`src/rtl/pong_pkg.sv`:
```
// rtl/pong_pkg.sv - shared geometry, respawn, colour and direction definitions for the pong playfield
package pong_pkg;

    // Default playfield geometry in pixels.
    localparam int DEF_H_ACTIVE  = 640;
    localparam int DEF_V_ACTIVE  = 480;
    localparam int DEF_BORDER    = 8;
    localparam int DEF_BALL_SIZE = 16;
    localparam int DEF_PADDLE_W  = 128;
    localparam int DEF_PADDLE_H  = 8;
    localparam int DEF_PADDLE_Y  = 440;

    // Ball spawn point (also the reset position) and paddle reset position.
    localparam logic [9:0] RESPAWN_X      = 10'd312;
    localparam logic [8:0] RESPAWN_Y      = 9'd232;
    localparam logic [9:0] PADDLE_RESET_X = 10'd256;

    // One-bit direction: POS moves +1 per frame, NEG moves -1 per frame.
    typedef enum logic {
        DIR_POS = 1'b0,
        DIR_NEG = 1'b1
    } dir_e;

    typedef struct packed {
        logic r;
        logic g;
        logic b;
    } rgb_t;

    localparam rgb_t RGB_OFF    = 3'b000;
    localparam rgb_t RGB_BALL   = 3'b110;
    localparam rgb_t RGB_BORDER = 3'b111;
    localparam rgb_t RGB_PADDLE = 3'b010;

endpackage

```
`src/rtl/pong_ball_motion.sv`:
```
// rtl/pong_ball_motion.sv - ball hit probes, direction/position update and respawn
//
// Ports:
//   clk, rst_n      pixel clock, synchronous active-low reset
//   px, py          zero-extended raster position (11 bits)
//   active          raster position is inside the visible area
//   obstacle        border or paddle covers the current pixel
//   frame_tick      once-per-frame update strobe (outside the visible area)
//   ball_x, ball_y  current ball top-left corner
//   in_ball         current pixel lies on the ball
//   miss            combinational: this frame_tick moves the ball out of the bottom
module pong_ball_motion
    import pong_pkg::*;
#(
    parameter int V_ACTIVE  = DEF_V_ACTIVE,
    parameter int BALL_SIZE = DEF_BALL_SIZE
) (
    input  logic        clk,
    input  logic        rst_n,
    input  logic [10:0] px,
    input  logic [10:0] py,
    input  logic        active,
    input  logic        obstacle,
    input  logic        frame_tick,
    output logic [9:0]  ball_x,
    output logic [8:0]  ball_y,
    output logic        in_ball,
    output logic        miss
);

    localparam logic [10:0]        SIZE_W     = 11'(BALL_SIZE);
    localparam logic [10:0]        MID_W      = 11'(BALL_SIZE / 2);
    localparam logic [10:0]        LAST_W     = 11'(BALL_SIZE - 1);
    localparam logic signed [10:0] MISS_LIMIT = 11'(V_ACTIVE - BALL_SIZE);

    logic [9:0]         ball_x_q, ball_x_d;
    logic [8:0]         ball_y_q, ball_y_d;
    dir_e               dx_q, dx_d, dy_q, dy_d;
    dir_e               dx_n, dy_n;
    logic               left_q, left_d, right_q, right_d;
    logic               top_q, top_d, bot_q, bot_d;
    logic [10:0]        bx_w, by_w, lx, ly;
    logic               probe_hit;
    logic [9:0]         next_x;
    logic signed [10:0] next_y;

    always_comb begin
        bx_w      = {1'b0, ball_x_q};
        by_w      = {2'b0, ball_y_q};
        lx        = px - bx_w;
        ly        = py - by_w;
        in_ball   = active && (px >= bx_w) && (px < bx_w + SIZE_W)
                           && (py >= by_w) && (py < by_w + SIZE_W);
        probe_hit = in_ball && obstacle;

        // Opposite probes both hit (e.g. wedged in a corner) leave the direction alone.
        dx_n = dx_q;
        if (left_q && !right_q)      dx_n = DIR_POS;
        else if (right_q && !left_q) dx_n = DIR_NEG;
        dy_n = dy_q;
        if (top_q && !bot_q)         dy_n = DIR_POS;
        else if (bot_q && !top_q)    dy_n = DIR_NEG;

        next_x = (dx_n == DIR_NEG) ? ball_x_q - 10'd1 : ball_x_q + 10'd1;
        next_y = (dy_n == DIR_NEG) ? $signed(by_w) - 11'sd1 : $signed(by_w) + 11'sd1;
        miss   = frame_tick && (next_y > MISS_LIMIT);

        ball_x_d = ball_x_q;
        ball_y_d = ball_y_q;
        dx_d     = dx_q;
        dy_d     = dy_q;
        left_d   = left_q  | (probe_hit && lx == 11'd0  && ly == MID_W);
        right_d  = right_q | (probe_hit && lx == LAST_W && ly == MID_W);
        top_d    = top_q   | (probe_hit && lx == MID_W  && ly == 11'd0);
        bot_d    = bot_q   | (probe_hit && lx == MID_W  && ly == LAST_W);

        if (frame_tick) begin
            left_d  = 1'b0;
            right_d = 1'b0;
            top_d   = 1'b0;
            bot_d   = 1'b0;
            if (miss) begin
                ball_x_d = RESPAWN_X;
                ball_y_d = RESPAWN_Y;
                dx_d     = DIR_POS;
                dy_d     = DIR_NEG;
            end else begin
                ball_x_d = next_x;
                ball_y_d = next_y[8:0];
                dx_d     = dx_n;
                dy_d     = dy_n;
            end
        end
    end

    always_ff @(posedge clk) begin
        if (!rst_n) begin
            ball_x_q <= RESPAWN_X;
            ball_y_q <= RESPAWN_Y;
            dx_q     <= DIR_POS;
            dy_q     <= DIR_NEG;
            left_q   <= 1'b0;
            right_q  <= 1'b0;
            top_q    <= 1'b0;
            bot_q    <= 1'b0;
        end else begin
            ball_x_q <= ball_x_d;
            ball_y_q <= ball_y_d;
            dx_q     <= dx_d;
            dy_q     <= dy_d;
            left_q   <= left_d;
            right_q  <= right_d;
            top_q    <= top_d;
            bot_q    <= bot_d;
        end
    end

    assign ball_x = ball_x_q;
    assign ball_y = ball_y_q;

endmodule

```
`src/rtl/pong_playfield.sv`:
```
// rtl/pong_playfield.sv - pong playfield renderer: border/paddle decode, colour mux, miss pulse, score
//
// Ports:
//   clk, rst_n            pixel clock, synchronous active-low reset
//   pix_x, pix_y          raster position from the sync generator
//   paddle_pos            requested paddle left edge, clamped and latched once per frame
//   vga_r, vga_g, vga_b   registered pixel colour, one cycle behind pix_x/pix_y
//   miss_pulse            one-cycle pulse after the frame update that lost the ball
//   score                 miss counter when PONG_SCORE_EN is defined, otherwise 0
module pong_playfield
    import pong_pkg::*;
#(
    parameter int H_ACTIVE  = DEF_H_ACTIVE,
    parameter int V_ACTIVE  = DEF_V_ACTIVE,
    parameter int BORDER    = DEF_BORDER,
    parameter int BALL_SIZE = DEF_BALL_SIZE,
    parameter int PADDLE_W  = DEF_PADDLE_W,
    parameter int PADDLE_H  = DEF_PADDLE_H,
    parameter int PADDLE_Y  = DEF_PADDLE_Y
) (
    input  logic       clk,
    input  logic       rst_n,
    input  logic [9:0] pix_x,
    input  logic [8:0] pix_y,
    input  logic [9:0] paddle_pos,
    output logic       vga_r,
    output logic       vga_g,
    output logic       vga_b,
    output logic       miss_pulse,
    output logic [7:0] score
);

    localparam logic [10:0] H_ACT_W   = 11'(H_ACTIVE);
    localparam logic [10:0] V_ACT_W   = 11'(V_ACTIVE);
    localparam logic [10:0] BORDER_W  = 11'(BORDER);
    localparam logic [10:0] RIGHT_W   = 11'(H_ACTIVE - BORDER);
    localparam logic [10:0] PAD_TOP_W = 11'(PADDLE_Y);
    localparam logic [10:0] PAD_BOT_W = 11'(PADDLE_Y + PADDLE_H - 1);
    localparam logic [10:0] PAD_SPAN  = 11'(PADDLE_W - 1);
    localparam logic [9:0]  PAD_MIN   = 10'(BORDER);
    localparam logic [9:0]  PAD_MAX   = 10'(H_ACTIVE - BORDER - PADDLE_W);

    logic [10:0] px, py, pad_w;
    logic        active, border, paddle, frame_tick;
    logic [9:0]  paddle_x_q, paddle_x_d;
    rgb_t        rgb_q, rgb_d;
    logic        miss_pulse_q, miss_pulse_d;
    logic [9:0]  ball_x;
    logic [8:0]  ball_y;
    logic        in_ball, ball_miss;

    always_comb begin
        px         = {1'b0, pix_x};
        py         = {2'b0, pix_y};
        pad_w      = {1'b0, paddle_x_q};
        active     = (px < H_ACT_W) && (py < V_ACT_W);
        border     = active && ((px < BORDER_W) || (px >= RIGHT_W) || (py < BORDER_W));
        paddle     = active && (px >= pad_w) && (px <= pad_w + PAD_SPAN)
                            && (py >= PAD_TOP_W) && (py <= PAD_BOT_W);
        frame_tick = (px == 11'd0) && (py == V_ACT_W);

        paddle_x_d = paddle_x_q;
        if (frame_tick) begin
            if (paddle_pos < PAD_MIN)      paddle_x_d = PAD_MIN;
            else if (paddle_pos > PAD_MAX) paddle_x_d = PAD_MAX;
            else                           paddle_x_d = paddle_pos;
        end

        rgb_d = RGB_OFF;
        if (in_ball)     rgb_d = RGB_BALL;
        else if (border) rgb_d = RGB_BORDER;
        else if (paddle) rgb_d = RGB_PADDLE;

        miss_pulse_d = ball_miss;
    end

    pong_ball_motion #(
        .V_ACTIVE  (V_ACTIVE),
        .BALL_SIZE (BALL_SIZE)
    ) u_motion (
        .clk        (clk),
        .rst_n      (rst_n),
        .px         (px),
        .py         (py),
        .active     (active),
        .obstacle   (border | paddle),
        .frame_tick (frame_tick),
        .ball_x     (ball_x),
        .ball_y     (ball_y),
        .in_ball    (in_ball),
        .miss       (ball_miss)
    );

    always_ff @(posedge clk) begin
        if (!rst_n) begin
            paddle_x_q   <= PADDLE_RESET_X;
            rgb_q        <= RGB_OFF;
            miss_pulse_q <= 1'b0;
        end else begin
            paddle_x_q   <= paddle_x_d;
            rgb_q        <= rgb_d;
            miss_pulse_q <= miss_pulse_d;
        end
    end

    assign vga_r      = rgb_q.r;
    assign vga_g      = rgb_q.g;
    assign vga_b      = rgb_q.b;
    assign miss_pulse = miss_pulse_q;

`ifdef PONG_SCORE_EN
    logic [7:0] score_q, score_d;

    // Counts on the same edge that raises miss_pulse; wraps naturally at 8 bits.
    always_comb score_d = score_q + {7'd0, ball_miss};

    always_ff @(posedge clk) begin
        if (!rst_n) score_q <= 8'd0;
        else        score_q <= score_d;
    end

    assign score = score_q;
`else
    assign score = 8'd0;
`endif

endmodule
```
`config.mk`:
```
export PLATFORM = sky130hd
export DESIGN_NAME = pong_playfield
export DESIGN_NICKNAME = d
export VERILOG_FILES = /design/src/rtl/pong_pkg.sv /design/src/rtl/pong_ball_motion.sv /design/src/rtl/pong_playfield.sv
export SDC_FILE = /design/constraint.sdc
export NUM_CORES = 1
export LEC_CHECK = 0
export ABC_AREA = 1
export BUFFER_PORTS_ARGS = -buffer_cell sky130_fd_sc_hd__buf_4
export CAP_MARGIN = 10
export CORE_AREA = 3 3 95 97
export DETAILED_ROUTE_END_ITERATION = 12
export DIE_AREA = 0 0 98 100
export PLACE_DENSITY = 0.82
export RECOVER_POWER = 100
export SYNTH_ARGS = -nofsm -noshare
export SYNTH_HDL_FRONTEND = slang
export SYNTH_SLANG_ARGS = --single-unit
```
`constraint.sdc`:
```
create_clock -name clk -period 3.31 [get_ports clk]
set_clock_uncertainty 0.05 [all_clocks]
set_input_delay 0.1655 -clock clk [delete_from_list [all_inputs] [get_ports clk]]
set_output_delay 0.1655 -clock clk [all_outputs]
set_load 0.02 [all_outputs]
```
==> summary.txt, run 1 <==
vias per cell: 5.56
status: complete, no violations
die width: 98 um
switching share of power: 0.280
fin crit share: 0.850
max-slew violations: 0
Yosys cell types: 48
post-synthesis average cell area: 6.34 um^2
FF-to-FF path depth: 20
Startpoint Class: register
Final GP Congestion: 1.02
CP Capture Type: register
worst r2r src: paddle_x_q[0]
initial antenna violation count: 0
Reg area: 781 um^2
DR iter-0 viols: 297
Post-synth EDFFs: 0
synth top area cells: nand2_1 16%, ha_1 16%, dfxtp_1 16%
unrepaired setup endpoints after global routing: no
share of Yosys cell area claimed by the top area cell type: 0.164
All-Layer GR Usage: 0.269
critical path type: register to register
Detail Placement HPWL: 10.7 mm
Post-CTS Resized: 0
CP max-delay cell: dfxtp_1
post-synthesis sequential area ratio: 0.157
vias in the first global route: 4867
Crit Path Max Fanout: 4
antenna viol nets, final: 0
FF+latch count, synth: 39
predominant post-synthesis flop cell: dfxtp_1
Mapped Area: 0.00496 mm^2
Residual DRC: 0
P&R area growth vs syn: 6.81%
cts hold-fix bufs: 0
Worst setup startpoint: paddle_x_q[0]
VDD IR-drop max: 0.175 mV
clock slew seen by the registers of the worst setup and hold paths: 0.09 ns
asr flop ratio synth: 0
pin count of the biggest net entering global routing: 13
Syn Inst Count: 783
worst-margin pin slew: 0.682 ns
Pre-antenna DRT Iters: 5
clock power share: 0.405
Post-Route Setup TNS: 0 ns
Final setup viols: 0
gr ovfl total: 0
Root Buffer: clkbuf_8
fmax: 355 MHz
Yosys warning count: 0
Clock Sinks: 39
Final Net Count: 916
CTS tree: done
pwr dens: 225 mW/mm^2
first-pass GRT wire length: 22.1 mm
Hold Slack: 0.0594 ns
fin crit period: 2.81 ns
Hold Crit Class: input pin to register
fillers: 769
Crit path top cell by count: nand2_1
Post-CTS Setup Bufs: 0
cell count of the worst hold path: 3
P_leak: 2.78 nW
Comb pwr share: 0.201
Vias: 5141
Final Hold Vio Count: 0
min-delay src: paddle_pos[6]
top post-synthesis cells by count: 217 x nand2_1, 117 x inv_1, 64 x ha_1, 61 x nand3_1, 60 x nor2_1
Rel. slew slack: 0.546
sw power: 0.335 mW
row count: 33
Internal: 0.858 mW
Data required, critical path: 3.48 ns
Initial Util: 0.604
# port buffers: 34
Post-Route WL: 13.0 mm
Die ar.: 0.00980 mm^2
worst path arrival time: 2.99 ns
deepest clock path buffer count: 2
TritonCTS Buffers: 5
maxcap violations: 0
n_diodes: 0
Seq pwr share: 0.394
core footprint: 0.00822 mm^2
area of the multi-input gates: 0.00355 mm^2
Die Height: 100 um
Synth area leader: nand2_1
count leader, synth: nand2_1
Ports: 43
worst stage delay on the critical path: 0.34 ns
worst-skew pair later-pin latency: 0.30 ns
layout cells sized above 1: 0.0830
crit-path cells: inv_1 -> ha_1 -> nand2_1 -> nor2_1 -> nand3_1 -> xor2_1 -> ha_1 -> nand2_1 -> inv_1 -> a21oi_1 -> nand2_1 -> nand2_1 -> nand2_1 -> nand2_1 -> nand3_1 -> nand2_1 -> inv_1 -> nor2_1 -> nand3_1 -> a21oi_1
WL per Instance: 14.1 um
CTS H-Tree Depth: 2
fin util: 0.645
[final timing paths]
kind | endpoint | slack [ns]
worst max-delay path | u_motion.left_q | 0.50
worst max register to register | u_motion.left_q | 0.50
worst min register to register | u_motion.right_q | 0.43
worst min-delay path | paddle_x_q[6] | 0.06
[kinds of logic after synthesis]
family	after synthesis	share of synthesized area
buffers and inverters	139	0.117
flip-flops	39	0.157
XOR/XNOR	33	0.0582
adder cells (fa/ha/maj)	67	0.173
AO/OA/AOI/OAI	94	0.119
other	1	0.000756
AND/OR/NAND/NOR	410	0.374
[state kept, by name (all words and copies together) (netlist names)]
signal,flops
paddle_x_q,10
u_motion.ball_x,10
u_motion.ball_y,9
miss_pulse,1
u_motion.bot_q,1
u_motion.dx_q,1
u_motion.dy_q,1
u_motion.left_q,1
u_motion.right_q,1
u_motion.top_q,1
vga_b,1
vga_g,1
vga_r,1
[critical path, delay by kind of cell (launching register included)]
family                   cells  cell delay (ns)
flip-flops                   1             0.34
adder cells (fa/ha/maj)      2             0.49
XOR/XNOR                     1             0.16
buffers and inverters        3             0.20
AND/OR/NAND/NOR             12             1.21
AO/OA/AOI/OAI                2             0.27
[power by group through the flow]
stage               Combinational [mW]  Sequential [mW]  Clock, mW
detailed placement               0.237            0.481          0
finish                           0.240            0.470      0.483
global route                     0.270            0.470      0.507
CTS                              0.239            0.470      0.485
floorplan                        0.157            0.482          0
global placement                 0.229            0.481          0
[cells in the final DEF (no fill, tap or decap), types with 23 or more instances in the layout]
cell type | synthesis | layout
ha_1 | 64 | 64
nand3_1 | 61 | 63
xor2_1 | 29 | 29
inv_1 | 117 | 117
a21oi_1 | 33 | 34
nor2_1 | 60 | 62
buf_4 | 11 | 29
dfxtp_1 | 39 | 39
o21ai_0 | 17 | 23
nand2_1 | 217 | 223
[metrics by stage]
stage / total power, mW / instances / setup WS (ns) / instance area [um^2]
2_1_floorplan: 0.639 / 790 / 1.01 / 4990
3_3_place_gp: 0.710 / 916 / 0.791 / 5270
3_5_place_dp: 0.718 / 916 / 0.668 / 5270
4_1_cts: 1.19 / 924 / 0.644 / 5410
6_report: 1.19 / 924 / 0.496 / 5300
5_1_grt: 1.25 / 924 / 0.214 / 5300
[cell type report]
cell class                      instances  share of cell area
Clock buffer                            6              0.0137
Clock inverter                          2              0.0113
Sequential cell                        39               0.147
Inverter                              125              0.0887
Tap cell                              105              0.0248
Multi-Input combinational cell        612               0.669
Timing Repair Buffer                   35              0.0453
[routing by layer]
| layer | share of wire | vias up | global-route usage |
|---|---|---|---|
| li1 | - | 2601 | - |
| met4 | 0.025 | 0 | 0.0948 |
| met1 | 0.46 | 2345 | 0.367 |
| met5 | 0 | - | 0 |
| met3 | 0.061 | 32 | 0.0320 |
| met2 | 0.45 | 163 | 0.442 |
Power figures use the tool's default switching activity.
==> run 2: changes to the inputs <==
Settings changed: CORE_AREA 3 3 95 97 to 2 2 94 96, DIE_AREA 0 0 98 100 to 0 0 96 98.
==> summary.txt, run 2 (same netlist as run 1, synthesis figures left out) <==
post-layout power: 1.20 mW
initial antenna violation count: 0
pin count of the biggest net entering global routing: 13
Design Area, Final: 0.00531 mm^2
Seq pwr share: 0.391
pwr dens: 226 mW/mm^2
TritonCTS Buffers: 5
sw power: 0.343 mW
R2R setup slack: 0.60 ns
clock power share: 0.410
P_leak: 2.78 nW
Residual DRC: 0
CTS H-Tree Depth: 2
crit-path cells: inv_1 -> ha_1 -> nand2_1 -> nor2_1 -> nand2_1 -> nand2_1 -> xor2_1 -> ha_1 -> a21o_1 -> a21oi_1 -> nand2_1 -> nand2_1 -> nand3_1 -> nand2_1 -> inv_1 -> nor2_4 -> nand3_1 -> a21oi_1
switching share of power: 0.285
Startpoint Class: register
Post-Route Setup TNS: 0 ns
most frequent cells in the layout: 222 x nand2_1, 117 x inv_1, 64 x ha_1, 63 x nand3_1, 62 x nor2_1
CP Capture Type: register
gr ovfl total: 0
Comb pwr share: 0.199
critical path type: register to register
Detail Placement HPWL: 10.7 mm
# port buffers: 34
final cell count without fillers: 927
Post-CTS Setup Bufs: 0
Final Net Count: 916
Reg area: 781 um^2
Pre-antenna DRT Iters: 5
CTS tree: done
Final GP Congestion: 0.918
fin util: 0.627
All-Layer GR Usage: 0.291
P&R area growth vs syn: 6.96%
VDD IR-drop max: 0.169 mV
Hold Crit Class: input pin to register
row count: 34
FF-to-FF path depth: 18
worst-skew pair later-pin latency: 0.30 ns
Vias: 5185
unrepaired setup endpoints after global routing: no
Final setup viols: 0
cts hold-fix bufs: 0
DR iter-0 viols: 231
fmax: 369 MHz
antenna viol nets, final: 0
Root Buffer: clkbuf_8
fin crit share: 0.819
Ports: 43
WL per Instance: 14.4 um
Final Hold Vio Count: 0
worst path arrival time: 2.89 ns
vias in the first global route: 5148
Post-CTS Resized: 0
fillers: 798
Die Height: 98 um
fin crit period: 2.71 ns
Internal: 0.858 mW
Post-Route WL: 13.3 mm
max-slew violations: 0
vias per cell: 5.59
CP max-delay cell: dfxtp_1
worst setup slack after layout: 0.598 ns
core footprint: 0.00847 mm^2
first-pass GRT wire length: 22.1 mm
n_diodes: 0
Initial Util: 0.586
die width: 96 um
Data required, critical path: 3.49 ns
leading cell type in the layout, fill and taps excluded: nand2_1
Crit path top cell by count: nand2_1
worst stage delay on the critical path: 0.33 ns
dpl cells: 919
cell count of the worst hold path: 3
clock slew seen by the registers of the worst setup and hold paths: 0.09 ns
maxcap violations: 0
area of the multi-input gates: 0.00355 mm^2
layout cells sized above 1: 0.0830
DP Area: 0.00528 mm^2
Setup WS pre-CTS: 0.708 ns
Clock Sinks: 39
status: complete, no violations
Hold Slack: 0.0692 ns
Die ar.: 0.00941 mm^2
Rel. slew slack: 0.565
deepest clock path buffer count: 2
Crit Path Max Fanout: 4
worst-margin pin slew: 0.652 ns
run 2: cell counts in the layout (fill, tap and decap cells not counted):
No cell type changed its count.
run 2: power by group through the flow:
stage,clock network [mW],logic (mW),registers [mW]
2_1_floorplan,0,0.157,0.482
3_3_place_gp,0,0.228,0.481
3_5_place_dp,0,0.236,0.481
4_1_cts,0.497,0.238,0.470
5_1_grt,0.510,0.269,0.470
6_report,0.493,0.239,0.470
run 2: worst max-delay path, delay by kind of cell (launching register included):
family                   cells  cell delay, ns
AND/OR/NAND/NOR             10            0.97
adder cells (fa/ha/maj)      2            0.46
AO/OA/AOI/OAI                3            0.47
flip-flops                   1            0.33
buffers and inverters        2            0.18
XOR/XNOR                     1            0.17
run 2: cell type report:
class | count | share of cell area
Inverter | 125 | 0.0886
Clock buffer | 6 | 0.0137
Sequential cell | 39 | 0.147
Clock inverter | 2 | 0.0113
Tap cell | 108 | 0.0255
Timing Repair Buffer | 35 | 0.0453
Multi-Input combinational cell | 612 | 0.669
run 2: per-layer routing:
layer,track usage,vias to the layer above,share of wire
met5,0,-,0
met4,0.143,0,0.043
met3,0.0432,43,0.057
met2,0.509,184,0.49
met1,0.339,2371,0.41
li1,-,2587,-
run 2: final timing paths:
path	to	start
worst max-delay path	u_motion.top_q	paddle_x_q[0]
worst min-delay path	paddle_x_q[5]	paddle_pos[5]
worst min register to register	u_motion.left_q	u_motion.left_q
worst max register to register	u_motion.top_q	paddle_x_q[0]
